===== src/rtl/video_timing_gen.sv =====
// Raster timing generator: pixel/line counters, syncs, data enable and
// block cursors, with frame-aligned start/stop under a level run request.
module video_timing_gen #(
    parameter int H_WIDTH  = 1920,
    parameter int H_START  = 2008,
    parameter int H_SYNC   = 44,
    parameter int H_TOTAL  = 2200,
    parameter int V_HEIGHT = 1080,
    parameter int V_START  = 1084,
    parameter int V_SYNC   = 5,
    parameter int V_TOTAL  = 1125,
    parameter int KH       = 30,
    parameter int KV       = 30,
    parameter bit SYNC_POL = 1'b1,
    localparam int HBLKS   = (H_WIDTH + KH - 1) / KH,
    localparam int VBLKS   = (V_HEIGHT + KV - 1) / KV,
    localparam int XW      = (H_TOTAL > 1) ? $clog2(H_TOTAL) : 1,
    localparam int YW      = (V_TOTAL > 1) ? $clog2(V_TOTAL) : 1,
    localparam int HTW     = (HBLKS > 1) ? $clog2(HBLKS) : 1,
    localparam int VTW     = (VBLKS > 1) ? $clog2(VBLKS) : 1
) (
    input  logic           clk_i,
    input  logic           rst_ni,
    input  logic           en_i,
    output logic           hs_o,
    output logic           vs_o,
    output logic           de_o,
    output logic [XW-1:0]  x_o,
    output logic [YW-1:0]  y_o,
    output logic [HTW-1:0] ht_o,
    output logic [VTW-1:0] vt_o,
    output logic           sof_o,
    output logic           busy_o
);

    localparam int HCW = (KH > 1) ? $clog2(KH) : 1;
    localparam int VCW = (KV > 1) ? $clog2(KV) : 1;

    localparam logic [XW-1:0]  X_LAST = XW'(H_TOTAL - 1);
    localparam logic [XW-1:0]  X_ACTL = XW'(H_WIDTH - 1);
    localparam logic [YW-1:0]  Y_LAST = YW'(V_TOTAL - 1);
    localparam logic [YW-1:0]  Y_ACTL = YW'(V_HEIGHT - 1);
    localparam logic [HCW-1:0] HC_LAST = HCW'(KH - 1);
    localparam logic [VCW-1:0] VC_LAST = VCW'(KV - 1);

    typedef enum logic {
        IDLE,
        RUN
    } state_t;

    state_t         state_q, state_d;
    logic [XW-1:0]  x_q, x_d;
    logic [YW-1:0]  y_q, y_d;
    logic [HCW-1:0] hc_q, hc_d;
    logic [VCW-1:0] vc_q, vc_d;
    logic [HTW-1:0] ht_q, ht_d;
    logic [VTW-1:0] vt_q, vt_d;
    logic           hs_q, hs_d;
    logic           vs_q, vs_d;
    logic           de_q, de_d;
    logic           sof_q, sof_d;
    logic           busy_q, busy_d;

    logic x_end, y_end, run_d;
    int   xi, yi;

    assign x_end = (x_q == X_LAST);
    assign y_end = (y_q == Y_LAST);

    always_comb begin
        state_d = state_q;
        x_d     = '0;
        y_d     = '0;
        hc_d    = '0;
        vc_d    = '0;
        ht_d    = '0;
        vt_d    = '0;
        unique case (state_q)
            IDLE: begin
                if (en_i) state_d = RUN;
            end
            RUN: begin
                if (x_end && y_end && !en_i) begin
                    state_d = IDLE;
                end else if (x_end) begin
                    // Line wrap: horizontal cursor restarts, vertical advances.
                    if (!y_end) begin
                        y_d = y_q + 1'b1;
                        if (y_q < Y_ACTL) begin
                            if (vc_q == VC_LAST) begin
                                vt_d = vt_q + 1'b1;
                            end else begin
                                vc_d = vc_q + 1'b1;
                                vt_d = vt_q;
                            end
                        end else begin
                            vc_d = vc_q;
                            vt_d = vt_q;
                        end
                    end
                end else begin
                    x_d  = x_q + 1'b1;
                    y_d  = y_q;
                    vc_d = vc_q;
                    vt_d = vt_q;
                    if (x_q < X_ACTL) begin
                        if (hc_q == HC_LAST) begin
                            ht_d = ht_q + 1'b1;
                        end else begin
                            hc_d = hc_q + 1'b1;
                            ht_d = ht_q;
                        end
                    end else begin
                        hc_d = hc_q;
                        ht_d = ht_q;
                    end
                end
            end
            default: state_d = IDLE;
        endcase
    end

    // Output flops are fed from next-state values so they track x/y exactly.
    always_comb begin
        run_d  = (state_d == RUN);
        xi     = int'(x_d);
        yi     = int'(y_d);
        busy_d = run_d;
        de_d   = run_d && (x_d <= X_ACTL) && (y_d <= Y_ACTL);
        sof_d  = run_d && (x_d == '0) && (y_d == '0);
        hs_d   = ~SYNC_POL;
        vs_d   = ~SYNC_POL;
        if (run_d && xi >= H_START && xi < H_START + H_SYNC) hs_d = SYNC_POL;
        if (run_d && yi >= V_START && yi < V_START + V_SYNC) vs_d = SYNC_POL;
    end

    always_ff @(posedge clk_i or negedge rst_ni) begin
        if (!rst_ni) begin
            state_q <= IDLE;
            x_q     <= '0;
            y_q     <= '0;
            hc_q    <= '0;
            vc_q    <= '0;
            ht_q    <= '0;
            vt_q    <= '0;
            hs_q    <= ~SYNC_POL;
            vs_q    <= ~SYNC_POL;
            de_q    <= 1'b0;
            sof_q   <= 1'b0;
            busy_q  <= 1'b0;
        end else begin
            state_q <= state_d;
            x_q     <= x_d;
            y_q     <= y_d;
            hc_q    <= hc_d;
            vc_q    <= vc_d;
            ht_q    <= ht_d;
            vt_q    <= vt_d;
            hs_q    <= hs_d;
            vs_q    <= vs_d;
            de_q    <= de_d;
            sof_q   <= sof_d;
            busy_q  <= busy_d;
        end
    end

    assign hs_o   = hs_q;
    assign vs_o   = vs_q;
    assign de_o   = de_q;
    assign x_o    = x_q;
    assign y_o    = y_q;
    assign ht_o   = ht_q;
    assign vt_o   = vt_q;
    assign sof_o  = sof_q;
    assign busy_o = busy_q;

endmodule

===== config.mk =====
export PLATFORM = sky130hd
export DESIGN_NAME = video_timing_gen
export DESIGN_NICKNAME = d
export VERILOG_FILES = /design/src/rtl/video_timing_gen.sv
export SDC_FILE = /design/constraint.sdc
export NUM_CORES = 1
export LEC_CHECK = 0
export CAP_MARGIN = 20
export CORE_ASPECT_RATIO = 1.5
export CORE_MARGIN = 2
export CORE_UTILIZATION = 45
export DETAILED_ROUTE_END_ITERATION = 7
export GPL_TIMING_DRIVEN = 0
export PLACE_DENSITY_LB_ADDON = 0.15
export SLEW_MARGIN = 25
export SYNTH_ARGS = -nofsm -noshare
export SYNTH_HDL_FRONTEND = slang
export SYNTH_SLANG_ARGS = --single-unit

===== constraint.sdc =====
create_clock -name clk_i -period 4.9 [get_ports clk_i]
set_input_delay 0.98 -clock clk_i [delete_from_list [all_inputs] [get_ports clk_i]]
set_output_delay 0.98 -clock clk_i [all_outputs]
set_load 0.05 [all_outputs]

==> impl_metrics.tcl, run 1 <==
set metrics [dict create \
    std_cell_rows 36 \
    crit_family "compound AO/OA/AOI/OAI gates" \
    vdd.ir_drop.worst_mv 0.206 \
    tightest_slew_ps 793 \
    nets 405 \
    hold_class "register to register" \
    period_needed_ps 2830 \
    finalWirelength_um 7690 \
    cts_resized 0 \
    maxSlewHeadroom_pct 46.8 \
    root_buffer "clkbuf_8" \
    n_antenna_cell 0 \
    skew_ps 17.7 \
    fmax_mhz 354 \
    drt_first_pass_iters 4 \
    fill_cells 612 \
    synth-seq-cells 50 \
    ys_types 61 \
    final_cell_mix "dfrtp_1 (50), clkdlybuf4s50_1 (41), nand2_1 (33), nor2_1 (31), nand3_1 (27)" \
    wl_per_cell_um 16.4 \
    synth_nets 356 \
    antenna_found_initial 0 \
    gr-usage-all-layers_pct 21.4 \
    power_leakage_nw 1.49 \
    outcome "complete, no violations" \
    drtIter0Drc 175 \
    overflow 0 \
    async_flop_share_pct 100 \
    netlist_area_um2 3050 \
    globalplace.congestion 0.876 \
    cts_buffers 5 \
    worstPathMaxFanout 8 \
    cts.repair_timing.setup_buffer_count 0 \
    grt_pass1_vias 2740 \
    syn_inst 344 \
    arrival_ps 3050 \
    grt_pass1_wl_um 13000 \
    setup_tns_ps 0 \
    clk_transition_reported_paths_ps 100 \
    crit_chain "ha_1 -> nand3_1 -> o21bai_1 -> a211oi_1 -> nand4_1 -> or3_1 -> a21oi_1" \
    syn2layout_area_growth_pct 20.5 \
    vias 2779 \
    cts_max_level 2 \
    wl_met3_um 268 \
    critPathLaunchType "register" \
    cts.sinks 50 \
    wl_met2_um 3900 \
    avgSynthCellArea_um2 8.87 \
    ctsHoldBuffers 0 \
    core_area_um2 6530 \
    highest_layer "met4" \
    start_util_pct 46.7 \
    final_common_cell "dfrtp_1" \
    drive_gt1_share_pct 7.36 \
    hpwl_um 5610 \
    final_max_slew_viol_count 0 \
    die_h_um 105 \
    clockBufferDepth 2 \
    ios 43 \
    wl_met1_um 3370 \
    clock_latency_ps 320 \
    antenna_left 0 \
    synth_warnings 0 \
    period_share_pct 57.7 \
    slowest_stage "a211oi_1" \
    grt_start_max_net_pins 51 \
    cp-end-kind "register" \
    finalHoldViolations 0 \
    drc 0 \
    die_area_um2 7470 \
    via_per_inst 5.91 \
    synth_edf_count 0 \
    cts_tree "built" \
    synth_ff_type "dfrtp_1" \
    required_ps 5130 \
    cap_violations 0 \
    worstSetupPathType "register to register" \
    io_buffers 42 \
    fin_util_pct 56.3 \
    die_w_um 71.2 \
    ys_seq_area_share_pct 41.0 \
    rsz0062_at_grt "no" \
    max_stage_delay_ps 700 \
    crit_buf_inv 0 \
    setup_viol 0 \
    power.density_nw_per_um2 359 \
]
-- final timing paths --
kind                          from       to  slack, ps  cells past startpoint
setup / recovery            x_o[0]  ht_o[5]       2070                      7
hold / removal             hc_q[4]  hc_q[4]        490                      1
setup reg to reg            x_o[0]  ht_o[5]       2070                      7
hold reg to reg            hc_q[4]  hc_q[4]        490                      1
max in group asynchronous   rst_ni  ht_o[5]       3760                      1
min in group asynchronous   rst_ni   x_o[6]        690                      1
-- sequential cells by signal, summed over array words and instances (netlist names) --
name and flops:
x_o 12, y_o 11, ht_o 6, vt_o 6, hc_q 5, vc_q 5
busy_o 1, de_o 1, hs_o 1, sof_o 1, vs_o 1
-- metrics by stage --
step	cells	power (mW)	setup slack (ps)	area [um^2]	hold WS [ps]
3_5_place_dp	462	1.03	2090	3560	470
4_1_cts	470	1.33	2060	3680	489
6_report	470	1.32	2070	3680	488
5_1_grt	470	1.39	1820	3680	530
3_3_place_gp	462	1.02	1320	3570	473
2_1_floorplan	344	0.883	2190	3050	445
-- power breakdown --
group          internal (mW)  switching (mW)  leakage, nW
combinational          0.180           0.307        0.775
sequential             0.469          0.0618        0.661
clock                  0.152           0.149       0.0504
total                  0.802           0.518         1.49
-- area by class of cell --
class / count / area [um^2] / area share [%]
Multi-Input combinational cell: 261 / 1660 / 45.2
Sequential cell: 50 / 1250 / 34.0
Inverter: 19 / 71.3 / 1.94
Clock buffer: 5 / 68.8 / 1.87
Buffer: 14 / 67.6 / 1.84
Timing Repair Buffer: 42 / 418 / 11.4
Clock inverter: 3 / 45.0 / 1.22
Tap cell: 76 / 95.1 / 2.59
-- logic make-up (layout without fill, tap and decap cells) --
logic type	count (synthesis)	after routing	share of synthesized area, %
buffers and inverters	33	83	4.55
xor gates and xnor gates	19	19	5.45
AOI/OAI and AO/OA	75	75	16.7
and+or+nand+nor	154	154	27.2
muxes	4	4	1.39
DFF	50	50	41.0
adders and majority gates	9	9	3.69
-- Yosys cell counts (5+ instances only) --
| cell type | n | share of area [%] |
|---|---|---|
| or3_1 | 7 | 1.4 |
| dfrtp_1 | 50 | 41 |
| nor2_1 | 31 | 3.8 |
| a31oi_1 | 6 | 1.2 |
| nand4_1 | 13 | 2.7 |
| xnor2_1 | 6 | 1.7 |
| nand3_1 | 27 | 4.4 |
| xor2_1 | 13 | 3.7 |
| nand2_1 | 33 | 4.1 |
| clkbuf_1 | 9 | 1.1 |
| inv_1 | 18 | 2.2 |
| ha_1 | 9 | 3.7 |
| nor3_1 | 8 | 1.3 |
| o31ai_1 | 5 | 1.2 |
| a21oi_1 | 13 | 2.1 |
| and3_1 | 6 | 1.2 |
| o21ai_0 | 21 | 3.4 |
-- layer usage --
| metal | track usage [%] | vias up |
|---|---|---|
| met3 | 2.89 | 11 |
| met1 | 27.7 | 1343 |
| met2 | 35.8 | 67 |
| met4 | 7.95 | 0 |
| met5 | 0 | - |
| li1 | - | 1358 |
(Power assumes the default switching activity.)
==> run 2: changes to the inputs <==
==> constraint.sdc (replaced) <==
create_clock -name clk_i -period 2.8 [get_ports clk_i]
set_input_delay 0.56 -clock clk_i [delete_from_list [all_inputs] [get_ports clk_i]]
set_output_delay 0.56 -clock clk_i [all_outputs]
set_load 0.05 [all_outputs]
==> run 2 against run 1 <==
Against the previous run:
- global-route usage stayed put
- combinational power up 75%
- sequential cell count did not move
- via count up 0.65%
- die area unchanged
- routed wire length up 0.66%
- critical path depth is 1 lower
- count of clock-buffer cells in the layout is the same
- power up 75%
- register-to-register slack got worse by 1900 ps
- worst setup slack worse by 1900 ps
- clock skew down 0.72 ps
- critical path type unchanged
==> impl_metrics.tcl, run 2 (synthesis results as in run 1) <==
set metrics [dict create \
    globalplace.congestion 0.876 \
    wl_per_cell_um 16.5 \
    grt_pass1_vias 2740 \
    arrival_ps 2880 \
    cap_violations 0 \
    crit_family "simple AND/OR/NAND/NOR gates" \
    fin_util_pct 56.6 \
    ctsHoldBuffers 0 \
    slowest_stage "or4_4" \
    cts_buffers 5 \
    syn2layout_area_growth_pct 21.2 \
    clockBufferDepth 2 \
    antenna_found_initial 0 \
    period_share_pct 95.6 \
    cts_max_level 2 \
    antenna_left 0 \
    die_w_um 71.2 \
    hpwl_um 5610 \
    grt_pass1_wl_um 13000 \
    ios 43 \
    maxSlewHeadroom_pct 56.3 \
    required_ps 3010 \
    rsz0062_at_grt "yes" \
    grt_start_max_net_pins 51 \
    via_per_inst 5.96 \
    start_util_pct 46.7 \
    reg2reg_from "x_o[0]" \
    period_needed_ps 2680 \
    nets 404 \
    finalHoldViolations 0 \
    vdd.ir_drop.worst_mv 0.361 \
    power.total_mw 2.31 \
    clk_transition_reported_paths_ps 110 \
    final_common_cell "dfrtp_1" \
    hold_class "input pin to asynchronous set/reset pin" \
    cts_tree "built" \
    worstSetupPathType "register to register" \
    max_stage_delay_ps 590 \
    tightest_slew_ps 655 \
    root_buffer "clkbuf_8" \
    cp-end-kind "register" \
    skew_ps 17.0 \
    vias 2797 \
    clock_latency_ps 310 \
    crit_chain "ha_2 -> nand4bb_1 -> o31ai_4 -> a21oi_2 -> or4_4 -> nor4_2" \
    finalWirelength_um 7740 \
    gr-usage-all-layers_pct 21.4 \
    rr_endpoint "sof_o" \
    outcome "complete, no violations" \
    worstPathMaxFanout 9 \
    die_h_um 105 \
    drc 0 \
    r2r_cells 6 \
    io_buffers 42 \
    std_cell_rows 36 \
    n_antenna_cell 0 \
    rrSetupSlack_ps 120 \
    die_area_um2 7470 \
    final_cell_mix "dfrtp_1 (50), clkdlybuf4s50_1 (41), nand2_1 (33), nor2_1 (30), nand3_1 (27)" \
    crit_buf_inv 0 \
    setup_viol 0 \
    power_leakage_nw 1.49 \
    core_area_um2 6530 \
    overflow 0 \
    fmax_mhz 374 \
    drtIter0Drc 138 \
    largest_reg_flops 12 \
    critPathLaunchType "register" \
    drive_gt1_share_pct 8.91 \
    final_max_slew_viol_count 0 \
    cts.sinks 50 \
    drt_first_pass_iters 4 \
    power.density_nw_per_um2 625 \
]
## run 2: metrics by stage
step | instances | hold WS (ps) | setup WS [ps] | cell area [um^2] | TNS, ps
floorplan | 344 | 264 | 90.4 | 3050 | 0
detailed placement | 462 | 470 | -9.56 | 3560 | -9.56
finish | 469 | 266 | 124 | 3700 | 0
global placement | 462 | 473 | -358 | 3570 | -17780
global route | 469 | 327 | -15.3 | 3700 | -15.3
CTS | 470 | 293 | 23.6 | 3680 | 0
## run 2: how the worst max path moves through the flow
stage / startpoint / endpoint / cells past startpoint
floorplan: x_o[0] / sof_o / 7
global placement: rst_ni / vt_o[3] / 1
detailed placement: x_o[0] / ht_o[5] / 7
CTS: x_o[0] / de_o / 7
global route: y_o[1] / de_o / 10
finish: x_o[0] / sof_o / 6
## run 2: repair_timing
item / in CTS / in global routing
gates resized for setup: 1 / 8
pin swaps: 0 / 0
setup buffers: 0 / 0
setup endpoints to repair: 1 / 12
## run 2: worst reg2reg max path, cell delays in order (launching register included)
cell       delay (ps)
dfrtp_1           480
ha_2              300
nand4bb_1         210
o31ai_4           530
a21oi_2           130
or4_4             590
nor4_2            340
## run 2: routing by layer
layer / global-route usage, % / share of wire (%) / vias to the layer above
met4: 7.95 / 2.3 / 0
li1: - / - / 1359
met1: 27.7 / 43 / 1334
met5: 0 / 0 / -
met3: 2.89 / 4.2 / 17
met2: 35.8 / 50 / 87
## run 2: where the power goes
group / internal [mW] / total (mW) / leakage (nW) / switching, mW
sequential: 0.821 / 0.930 / 0.661 / 0.108
combinational: 0.318 / 0.855 / 0.781 / 0.537
clock: 0.266 / 0.524 / 0.0504 / 0.258
total: 1.41 / 2.31 / 1.49 / 0.904
## run 2: area by class of cell
class	instances	area, um^2
fill	611	2830
multi-input combinational	261	1680
clock inverter	3	45.0
buffer	13	65.1
inverter	19	71.3
tap	76	95.1
sequential	50	1250
clock buffer	5	68.8
timing repair buffer	42	418
==> run 3: changes to the inputs <==
--- a/config.mk
+++ b/config.mk
@@ -7,7 +7,7 @@
 export LEC_CHECK = 0
 export CAP_MARGIN = 20
 export CORE_ASPECT_RATIO = 1.5
-export CORE_MARGIN = 2
+export CORE_MARGIN = 3
 export CORE_UTILIZATION = 45
 export DETAILED_ROUTE_END_ITERATION = 7
 export GPL_TIMING_DRIVEN = 0
==> run 3 against run 2 <==
Against the previous run:
- power grew 5.1%
- routed wire length shrank 0.57%
- die area grew 4.8%
- core utilization grew 0.50 points
- largest cell class unchanged
==> impl_metrics.tcl, run 3 (synthesis results as in run 1) <==
set metrics [dict create \
    outcome "complete, no violations" \
    drtIter0Drc 160 \
    grt_pass1_wl_um 12900 \
    setup_viol 0 \
    fmax_mhz 378 \
    worstSetupPathType "register to register" \
    drive_gt1_share_pct 8.63 \
    period_share_pct 94.4 \
    via_per_inst 5.93 \
    start_util_pct 46.7 \
    cts_tree "built" \
    period_needed_ps 2640 \
    stdcell_count 470 \
    tightest_slew_ps 644 \
    std_cell_rows 36 \
    cp-end-kind "register" \
    largest_reg_flops 12 \
    setup_tns_ps 0 \
    clk_transition_reported_paths_ps 100 \
    cts_max_level 2 \
    hpwl_um 5590 \
    fin_util_pct 57.1 \
    placed_area_um2 3560 \
    final_max_slew_viol_count 0 \
    drt_first_pass_iters 5 \
    root_buffer "clkbuf_8" \
    critPathLaunchType "register" \
    vdd.ir_drop.worst_mv 0.397 \
    cts.repair_timing.setup_buffer_count 0 \
    cap_violations 0 \
    die_h_um 107 \
    arrival_ps 2850 \
    cts_buffers 5 \
    finalHoldViolations 0 \
    cts_resized 0 \
    rsz0062_at_grt "yes" \
    hold_class "input pin to asynchronous set/reset pin" \
    core_area_um2 6530 \
    die_w_um 73.2 \
    wl_per_cell_um 16.4 \
    gr-usage-all-layers_pct 20.8 \
    antenna_found_initial 0 \
    clockBufferDepth 2 \
    power.density_nw_per_um2 650 \
    die_area_um2 7830 \
    nets 405 \
    grt_start_max_net_pins 51 \
    n_antenna_cell 0 \
    required_ps 3010 \
    stdcell_area_um2 3730 \
    globalplace.congestion 0.838 \
    r2r_cells 7 \
    placed_cells 462 \
    antenna_left 0 \
    worstPathMaxFanout 8 \
    clock_latency_ps 310 \
    ios 43 \
    final_common_cell "dfrtp_1" \
    finalWirelength_um 7690 \
    overflow 0 \
    power_leakage_nw 1.51 \
    maxSlewHeadroom_pct 57.0 \
    vias 2787 \
    drc 0 \
    ctsHoldBuffers 0 \
    cts.sinks 50 \
    io_buffers 42 \
    skew_ps 13.8 \
    final_cell_mix "dfrtp_1 (50), clkdlybuf4s50_1 (41), nand2_1 (33), nor2_1 (30), nand3_1 (27)" \
    syn2layout_area_growth_pct 22.2 \
    whs_ps 271 \
    grt_pass1_vias 2656 \
]
run 3: cell types whose count changed in the layout (fill, tap and decap cells not counted), sizes merged:
cell	before	now
bufinv	1	2
clkbuf	13	15
clkinvlp	2	0
run 3: final cells by class:
class | count | area (um^2)
well taps | 76 | 95.1
clock inverters | 2 | 60.1
inverters | 19 | 71.3
repair buffers | 42 | 418
fillers | 620 | 2800
clock buffers | 6 | 82.6
plain buffers | 14 | 68.8
multi-input cells | 261 | 1680
flip-flops and latches | 50 | 1250
run 3: per-layer routing:
| metal | GRT usage (%) | wire length, um | vias up |
|---|---|---|---|
| met3 | 3.00 | 314 | 13 |
| met5 | 0 | 0 | - |
| li1 | - | - | 1356 |
| met1 | 27.2 | 3330 | 1350 |
| met2 | 34.1 | 3880 | 68 |
| met4 | 7.78 | 170 | 0 |
run 3: through the flow:
stage               total power, mW  setup WS [ps]
CTS                            2.43           18.5
detailed placement             1.80           46.7
global route                   2.56          -29.2
finish                         2.43            156
floorplan                      1.55           90.4
global placement               1.78           -396
run 3: worst paths after layout:
check	from	end	slack, ps
min	rst_ni	y_o[7]	270
max reg2reg	x_o[9]	de_o	160
min reg2reg	hc_q[4]	hc_q[4]	530
max in group asynchronous	rst_ni	vt_o[1]	2090
max	x_o[9]	de_o	160
min in group clk_i	hc_q[4]	hc_q[4]	530
run 3: where the power goes:
group / leakage [nW] / total [mW] / switching (mW) / internal (mW)
clock network: 0.0714 / 0.629 / 0.248 / 0.381
registers: 0.661 / 0.933 / 0.112 / 0.821
logic: 0.780 / 0.864 / 0.540 / 0.324
run 3: critical path: stages (launching register included):
cell and delay, ps:
dfrtp_1 480, nor4b_1 620, and3_1 230, clkbuf_1 300
a221oi_1 150, nor4b_1 440, o2111ai_1 170, o2111a_1 170
